## src/rtl/updown_dir_ctrl.sv

```systemverilog
// Direction controller for the 3-bit up/down counter: debounced button toggles u, wrap/lap tracking.
// Optional ping-pong reversal at q==6/q==1 is built when UPDOWN_DIR_BOUNCE_EN is defined.
module updown_dir_ctrl #(
  parameter int DEB_CYCLES = 4,
  parameter int LAP_W      = 4
) (
  input  logic             clk,
  input  logic             clear,
  input  logic             btn,
  input  logic             mode,
  input  logic [0:2]       q,
  output logic             u,
  output logic             dir_chg,
  output logic             wrap,
  output logic [LAP_W-1:0] laps
);

  localparam int DCNT_W = (DEB_CYCLES > 1) ? $clog2(DEB_CYCLES) : 1;
  localparam logic [DCNT_W-1:0] DCNT_LAST = DCNT_W'(DEB_CYCLES - 1);

  typedef enum logic {S_DN = 1'b0, S_UP = 1'b1} state_t;

  state_t            state;
  logic              btn_p0, btn_p1;
  logic              stable, stable_d, press_p;
  logic [DCNT_W-1:0] dcnt;
  logic [2:0]        q_val;
  logic [2:0]        q_d;
  logic              bounce_hit;
  logic              rev;

  function automatic logic wrap_event(input logic [2:0] prev, input logic [2:0] cur);
    return ((prev == 3'd7) && (cur == 3'd0)) || ((prev == 3'd0) && (cur == 3'd7));
  endfunction

  // q[0] is the MSB, so a straight assignment yields the natural numeric value
  assign q_val = q;

  // Stage p0/p1: button synchroniser, then debounce and rising-edge press
  always_ff @(posedge clk or negedge clear) begin
    if (!clear) begin
      btn_p0   <= 1'b0;
      btn_p1   <= 1'b0;
      stable   <= 1'b0;
      dcnt     <= '0;
      stable_d <= 1'b0;
      press_p  <= 1'b0;
    end else begin
      btn_p0   <= btn;
      btn_p1   <= btn_p0;
      if (btn_p1 == stable) begin
        dcnt <= '0;
      end else if (dcnt == DCNT_LAST) begin
        stable <= ~stable;
        dcnt   <= '0;
      end else begin
        dcnt <= dcnt + 1'b1;
      end
      stable_d <= stable;
      press_p  <= stable & ~stable_d;
    end
  end

`ifdef UPDOWN_DIR_BOUNCE_EN
  logic mode_p0, mode_p1;
  logic hit_top, hit_bot;

  always_ff @(posedge clk or negedge clear) begin
    if (!clear) begin
      mode_p0 <= 1'b0;
      mode_p1 <= 1'b0;
    end else begin
      mode_p0 <= mode;
      mode_p1 <= mode_p0;
    end
  end

  // Reverse one step early so the counter sees the new u on the edge leaving 7 or 0
  assign hit_top    = (state == S_UP) && (q_val == 3'd6);
  assign hit_bot    = (state == S_DN) && (q_val == 3'd1);
  assign bounce_hit = mode_p1 & (hit_top | hit_bot);
`else
  logic unused_mode;
  assign unused_mode = mode;
  assign bounce_hit  = 1'b0;
`endif

  assign rev = press_p | bounce_hit;

  // Stage p2: direction state; a coincident press and bounce hit toggle only once
  always_ff @(posedge clk or negedge clear) begin
    if (!clear) begin
      state   <= S_UP;
      dir_chg <= 1'b0;
    end else begin
      dir_chg <= rev;
      if (rev) state <= (state == S_UP) ? S_DN : S_UP;
    end
  end

  assign u = (state == S_UP);

  // Wrap detection against the previous counter value, with lap accumulation
  always_ff @(posedge clk or negedge clear) begin
    if (!clear) begin
      q_d  <= 3'd0;
      wrap <= 1'b0;
      laps <= '0;
    end else begin
      q_d  <= q_val;
      wrap <= wrap_event(q_d, q_val);
      if (wrap_event(q_d, q_val)) laps <= laps + 1'b1;
    end
  end

endmodule

```

## config.mk

```make
export PLATFORM = sky130hd
export DESIGN_NAME = updown_dir_ctrl
export DESIGN_NICKNAME = d
export VERILOG_FILES = /design/src/rtl/updown_dir_ctrl.sv
export SDC_FILE = /design/constraint.sdc
export NUM_CORES = 1
export LEC_CHECK = 0
export BUFFER_PORTS_ARGS = -buffer_cell sky130_fd_sc_hd__clkbuf_2
export CAP_MARGIN = 20
export CORE_UTILIZATION = 30
export CTS_BUF_LIST = sky130_fd_sc_hd__clkbuf_2 sky130_fd_sc_hd__clkbuf_4 sky130_fd_sc_hd__clkbuf_8
export DETAILED_ROUTE_END_ITERATION = 7
export PLACE_DENSITY = 0.47
export SYNTH_ARGS = -nofsm -noshare
export SYNTH_HDL_FRONTEND = slang
export SYNTH_SLANG_ARGS = --single-unit
```

## constraint.sdc

```tcl
create_clock -name clk -period 2.7 [get_ports clk]
set_input_delay 0.54 -clock clk [delete_from_list [all_inputs] [get_ports clk]]
set_output_delay 0.54 -clock clk [all_outputs]
set_load 0.02 [all_outputs]
```

==> results by group, run 1 <==
Route
  • Vias per cell: 4.44
  • WL per Instance: 11.4 µm
  • Post-route ant nets: 0
  • Total iterations of the first detailed-routing run: 2
  • DRC violations left: 0
  • Final wirelength: 880 µm
  • DR iter-0 viols: 1
  • Total number of vias: 342

Die
  • Die area: 2210 µm²
  • I/O pin cnt: 14
  • FP Rows: 15
  • Initial core utilization: 33.7%
  • Placeable Area: 1800 µm²
  • Die Span X: 47.0 µm
  • Die H: 47.0 µm

Synthesis
  • Top cells by area, synth: dfrtp_1 66%, dfstp_2 4.3%, xor2_1 4.3%
  • Netlist Area Pre-Place: 607 µm²
  • Register bit total from synthesis: 17
  • Post-synth top area share: 66.0%
  • Synth unique cells: 15
  • Sequential share of the synthesized area: 70.3%
  • Syn Nets: 45
  • Synth area leader: dfrtp_1
  • Syn Area/Cell: 16.9 µm²
  • Cells after synthesis: 36
  • Warnings from Yosys: 0

Worst setup path
  • Reg2Reg Setup Slack: 1.04 ns
  • CP startpoint kind: register
  • Worst r2r src: q_d[0]
  • CP endpoint kind: register
  • Crit path from: q_d[0]
  • Worst-path fanout max: 5
  • Worst Setup EP: laps[1]
  • FF-to-FF path depth: 3
  • Worst EP required: 2.89 ns
  • Crit Path Class: reg2reg
  • Worst reg2reg endpoint: laps[1]
  • Crit path DAT: 1.84 ns

Timing
  • Total negative slack: 0 ns
  • Skew final: 0.00320 ns
  • Unrepaired setup endpoints after global routing: no
  • Fin. max-slew vios: 0
  • Endpoints failing setup: 0
  • Shortest period the worst path allows: 1.66 ns
  • Fin. Hold Viols: 0
  • Worst slew margin: 73.4%
  • Max Clk Rate: 0.604 GHz
  • Fin crit share: 61.3%
  • Final WS setup: 1.04 ns
  • Least-Margin Pin Slew: 0.398 ns

Global route
  • Total gr overflow: 0
  • Largest net degree at the start of global routing: 18
  • First-pass GRT wire length: 1.48 mm
  • Initial antenna violation count: 0
  • Gr usage total: 10.6%
  • Vias in the first global route: 353

Clock tree
  • H-tree lvl count: 1
  • Clock Latency Late Sink: 0.29 ns
  • Clock slew at reported path FFs: 0.10 ns
  • PostCTS Resize Cnt: 0
  • CTS Hold Bufs: 0
  • Root Buffer: clkbuf_4
  • CTS tree: done
  • Clock buffers created by TritonCTS: 3
  • Clock sink count: 17
  • Clock Path Buffers: 2
  • # Post-CTS Setup Buffers: 0

Placement
  • Gpl congestion: 0.673
  • Port buffer count: 12
  • Pre-CTS WS: 0.843 ns

Final layout
  • Diodes inserted: 0
  • Synth-to-layout area growth: 19.6%
  • Nets: 62
  • Commonest cells after routing, fill and taps aside: 16 x dfrtp_1, 12 x clkbuf_2, 3 x xor2_1, 3 x clkbuf_4
  • Fillers: 180
  • Area of the multi-input gates: 180 µm²
  • Layout cells sized above 1: 44.2%
  • Post-layout util: 40.3%
  • Commonest non-fill, non-tap cell in the layout: dfrtp_1
  • Register area: 427 µm²

Outcome
  • Outcome: complete, no violations

Pwr
  • Leak pwr: 0.354 nW
  • P per Cell Area: 964 nW/µm²
  • VDD IR max: 309 µV

Job
  • Max-cap viol count: 0

Min path
  • Hold WC Path Type: in2async
## Yosys cell counts
cell type and instances:
or4b_4 1, nand2_1 2, dfrtp_1 16, nand4b_1 1, xor2_1 3, nor3b_1 1
nor2b_1 1, and2_1 1, xnor2_1 2, nand4_2 1, or2_2 1, mux2_2 2
o22ai_4 1, dfstp_2 1, ha_1 2
## worst max-delay path, cell delays in order (launching register included)
cell and delay [ns]:
dfrtp_1 0.39, or4b_4 0.55, o22ai_4 0.25, mux2_2 0.36
## cell type report
| type | count | area share, % |
|---|---|---|
| clock inverters | 1 | 0.690 |
| clock buffers | 3 | 3.10 |
| flip-flops and latches | 17 | 58.8 |
| well taps | 25 | 4.31 |
| multi-input cells | 19 | 24.8 |
| repair buffers | 12 | 8.28 |
## power by group
part | total (W) | internal [W] | leakage [nW] | switching [W]
sequential | 0.000391 | 0.000335 | 0.210 | 0.0000560
combinational | 0.000176 | 0.0000782 | 0.126 | 0.0000975
clock | 0.000133 | 0.0000551 | 0.0177 | 0.0000782
## through the flow
step | cell area [µm²] | hold slack [ns] | power (W) | instances
global placement | 698 | 0.333 | 0.000554 | 73
finish | 726 | 0.154 | 0.000700 | 77
floorplan | 607 | 0.244 | 0.000503 | 36
detailed placement | 698 | 0.346 | 0.000574 | 73
global route | 726 | 0.178 | 0.000752 | 77
CTS | 726 | 0.162 | 0.000711 | 77
## logic make-up (layout without fill, tap and decap cells)
group,count (synthesis),after routing,share of synthesized area [%]
xor gates and xnor gates,5,5,7.22
muxes,2,2,3.71
buffers and inverters,0,16,0
and+or+nand+nor,9,9,11.3
AOI/OAI and AO/OA,1,1,3.30
adders and majority gates,2,2,4.12
DFF,17,17,70.3
## sequential cells by signal (all words and copies together) (netlist names)
signal and cells:
press_p 1, btn_p1 1, stable_d 1, dcnt 2
dir_chg 1, q_d 3, stable 1, u 1
wrap 1, btn_p0 1, laps 4
## how the worst min path moves through the flow
stage | start | cells after the start | slack, ns | endpoint
after CTS | clear | 1 | 0.16 | wrap
after detailed placement | btn_p0 | 0 | 0.35 | btn_p1
final | clear | 1 | 0.15 | wrap
after global placement | btn_p0 | 0 | 0.33 | btn_p1
after floorplan | clear | 0 | 0.24 | btn_p0
after global routing | clear | 1 | 0.18 | stable_d
## metal layers
metal	GRT usage, %	share of wire (%)	vias up
li1	-	-	154
met1	10.5	39	172
met2	18.1	52	14
met3	3.46	7.0	2
met4	8.57	2.5	0
met5	0	0	-
(Power assumes the default switching activity.)
==> run 2: changes to the inputs <==
- PLACE_DENSITY: 0.47 -> 0.48
- clock period: 2.7 -> 1.3 ns (I/O delays scaled with it)
==> results by group, run 2 (synthesis gave the netlist of run 1 again) <==
Timing
  • Worst slew margin: 72.7% (-0.74 points)
  • Unrepaired setup endpoints after global routing: yes
  • Fin. max-slew vios: 0 (unchanged)
  • Fin. Hold Viols: 0 (unchanged)
  • Final WS setup: -0.297 ns (-1.34 ns)
  • Shortest period the worst path allows: 1.60 ns (-0.0585 ns)
  • Fin crit share: 123% (+62 points)
  • Endpoints failing setup: 5 (+5)
  • Least-Margin Pin Slew: 0.409 ns (+0.0111 ns)
  • Max Clk Rate: 0.626 GHz (+3.7%)
  • Skew final: 0.00400 ns (+0.000805 ns)

Clock tree
  • Clock slew at reported path FFs: 0.10 ns (about the same)
  • Root Buffer: clkbuf_4
  • Clock Path Buffers: 2 (unchanged)
  • Clock sink count: 17 (unchanged)
  • CTS tree: done
  • H-tree lvl count: 1 (unchanged)
  • Clock buffers created by TritonCTS: 3 (unchanged)
  • Clock Latency Late Sink: 0.28 ns (about the same)

Final layout
  • Fillers: 181 (+0.56%)
  • Post-route cell area: 749 µm² (+3.3%)
  • Max FFs per register: 4 (unchanged)
  • Post-route insts no fill: 79 (+2.6%)
  • Nets: 64 (+3.2%)
  • Post-layout util: 41.6% (+1.3 points)
  • Largest register by flop count: laps
  • Top flop regs: laps: 4 flops, q_d: 3 flops, dcnt: 2 flops
  • Commonest non-fill, non-tap cell in the layout: dfrtp_1
  • Synth-to-layout area growth: 23.5%
  • Commonest cells after routing, fill and taps aside: 16 x dfrtp_1, 11 x clkbuf_2, 3 x xor2_1, 3 x clkbuf_4
  • Layout cells sized above 1: 44.4% (+0.21 points)
  • Diodes inserted: 0 (unchanged)

Worst setup path
  • Critical-path top delay cell: or4b_4
  • Crit Path Class: reg2reg
  • Worst EP required: 1.47 ns (-1.42 ns)
  • Delay-heaviest family, CP: simple AND/OR/NAND/NOR gates
  • Crit path DAT: 1.77 ns (-0.07 ns)
  • CP Buf/Inv Count: 0 (unchanged)
  • CP endpoint kind: register
  • Worst-path fanout max: 5 (unchanged)
  • CP startpoint kind: register
  • Critical Path Max Stage Delay: 0.55 ns (about the same)
  • Crit path cell chain: or4b_4 > o22ai_4 > mux2_4

Route
  • DRC violations left: 0 (unchanged)
  • WL per Instance: 10.9 µm (-4.4%)
  • Post-route ant nets: 0 (unchanged)
  • Vias per cell: 4.28 (-3.7%)
  • Total iterations of the first detailed-routing run: 2 (unchanged)
  • DR iter-0 viols: 3 (+2)
  • Total number of vias: 338 (-1.2%)
  • Final wirelength: 863 µm (-1.9%)

Min path
  • Hold WC Path Type: in2reg

Global route
  • Vias in the first global route: 347 (-1.7%)
  • First-pass GRT wire length: 1.46 mm (-0.95%)
  • Total gr overflow: 0 (unchanged)
  • Initial antenna violation count: 0 (unchanged)
  • Largest net degree at the start of global routing: 18 (unchanged)
  • Gr usage total: 10.4% (-0.17 points)

Pwr
  • P per Cell Area: 1960 nW/µm² (+100%)
  • Leak pwr: 0.361 nW (+2.1%)
  • Total design power: 0.00147 W (+110%)
  • VDD IR max: 792 µV (+160%)

Die
  • Die H: 47.0 µm (unchanged)
  • I/O pin cnt: 14 (unchanged)
  • Die area: 2210 µm² (unchanged)
  • Initial core utilization: 33.7% (unchanged)
  • Die Span X: 47.0 µm (unchanged)
  • FP Rows: 15 (unchanged)
  • Placeable Area: 1800 µm² (unchanged)

Outcome
  • Outcome: finished, violations left
  • Failing checks: negative setup slack

Placement
  • Placed cells: 73 (unchanged)
  • Port buffer count: 12 (unchanged)
  • Cell Area, Placed: 702 µm² (+0.54%)
  • Gpl congestion: 0.670 (-0.48%)
  • Pre-CTS WS: -0.296 ns (-1.14 ns)

Job
  • Max-cap viol count: 0 (unchanged)
## run 2: cell count changes in the layout (fill, tap and decap cells not counted), sizes merged
cell | previous run | this run
buf | 0 | 2
clkbuf | 15 | 14
dlygate4sd3 | 0 | 1
## run 2: cell type report
cell class / count / area (µm²) / area share (%)
clock buffer: 3 / 22.5 / 3.01
clock inverter: 1 / 5.00 / 0.668
multi-input combinational: 19 / 184 / 24.5
sequential: 17 / 427 / 56.9
tap: 25 / 31.3 / 4.17
timing repair buffer: 14 / 80.1 / 10.7
## run 2: where the power goes
part           leakage, nW  total (W)  switching, W  internal [W]
Combinational        0.133   0.000385      0.000202      0.000182
Sequential           0.210   0.000816      0.000121      0.000695
Clock               0.0177   0.000271      0.000157      0.000114
Total                0.361    0.00147      0.000480      0.000991
## run 2: repair_timing
action                     CTS  global route
buffers inserted             1             0
gates cloned                 0             0
pin swaps                    2             1
setup endpoints to repair    4             6
gates resized for setup      0             2
hold endpoints to repair    16             0
hold buffers                 1             0
## run 2: final timing paths
path                            startpoint  endpoint  slack, ns  cells past startpoint
worst max-delay path                q_d[0]   laps[1]      -0.30                      3
worst min-delay path                   btn    btn_p0       0.08                      1
worst max register to register      q_d[0]   laps[1]      -0.30                      3
worst min register to register      btn_p0    btn_p1       0.36                      0
max in group asynchronous            clear         u       0.56                      2
min in group asynchronous            clear   dir_chg       0.42                      2
## run 2: stage by stage
step	setup TNS, ns	hold slack, ns
floorplan	-0.613	-0.0356
global placement	-0.665	0.190
detailed placement	-0.827	0.214
CTS	-0.947	0.0663
global route	-1.15	0.0500
finish	-0.910	0.0776
## run 2: worst reg2reg max path: stages (launching register included)
cell and delay, ns:
dfrtp_1 0.39, or4b_4 0.55, o22ai_4 0.23, mux2_4 0.32
## run 2: routing by layer
metal / wire, µm / up-vias / track usage, %
met5: 0 / - / 0
met4: 0 / 0 / 8.57
met3: 48 / 0 / 4.62
met2: 428 / 11 / 15.6
met1: 386 / 167 / 11.4
li1: - / 160 / -
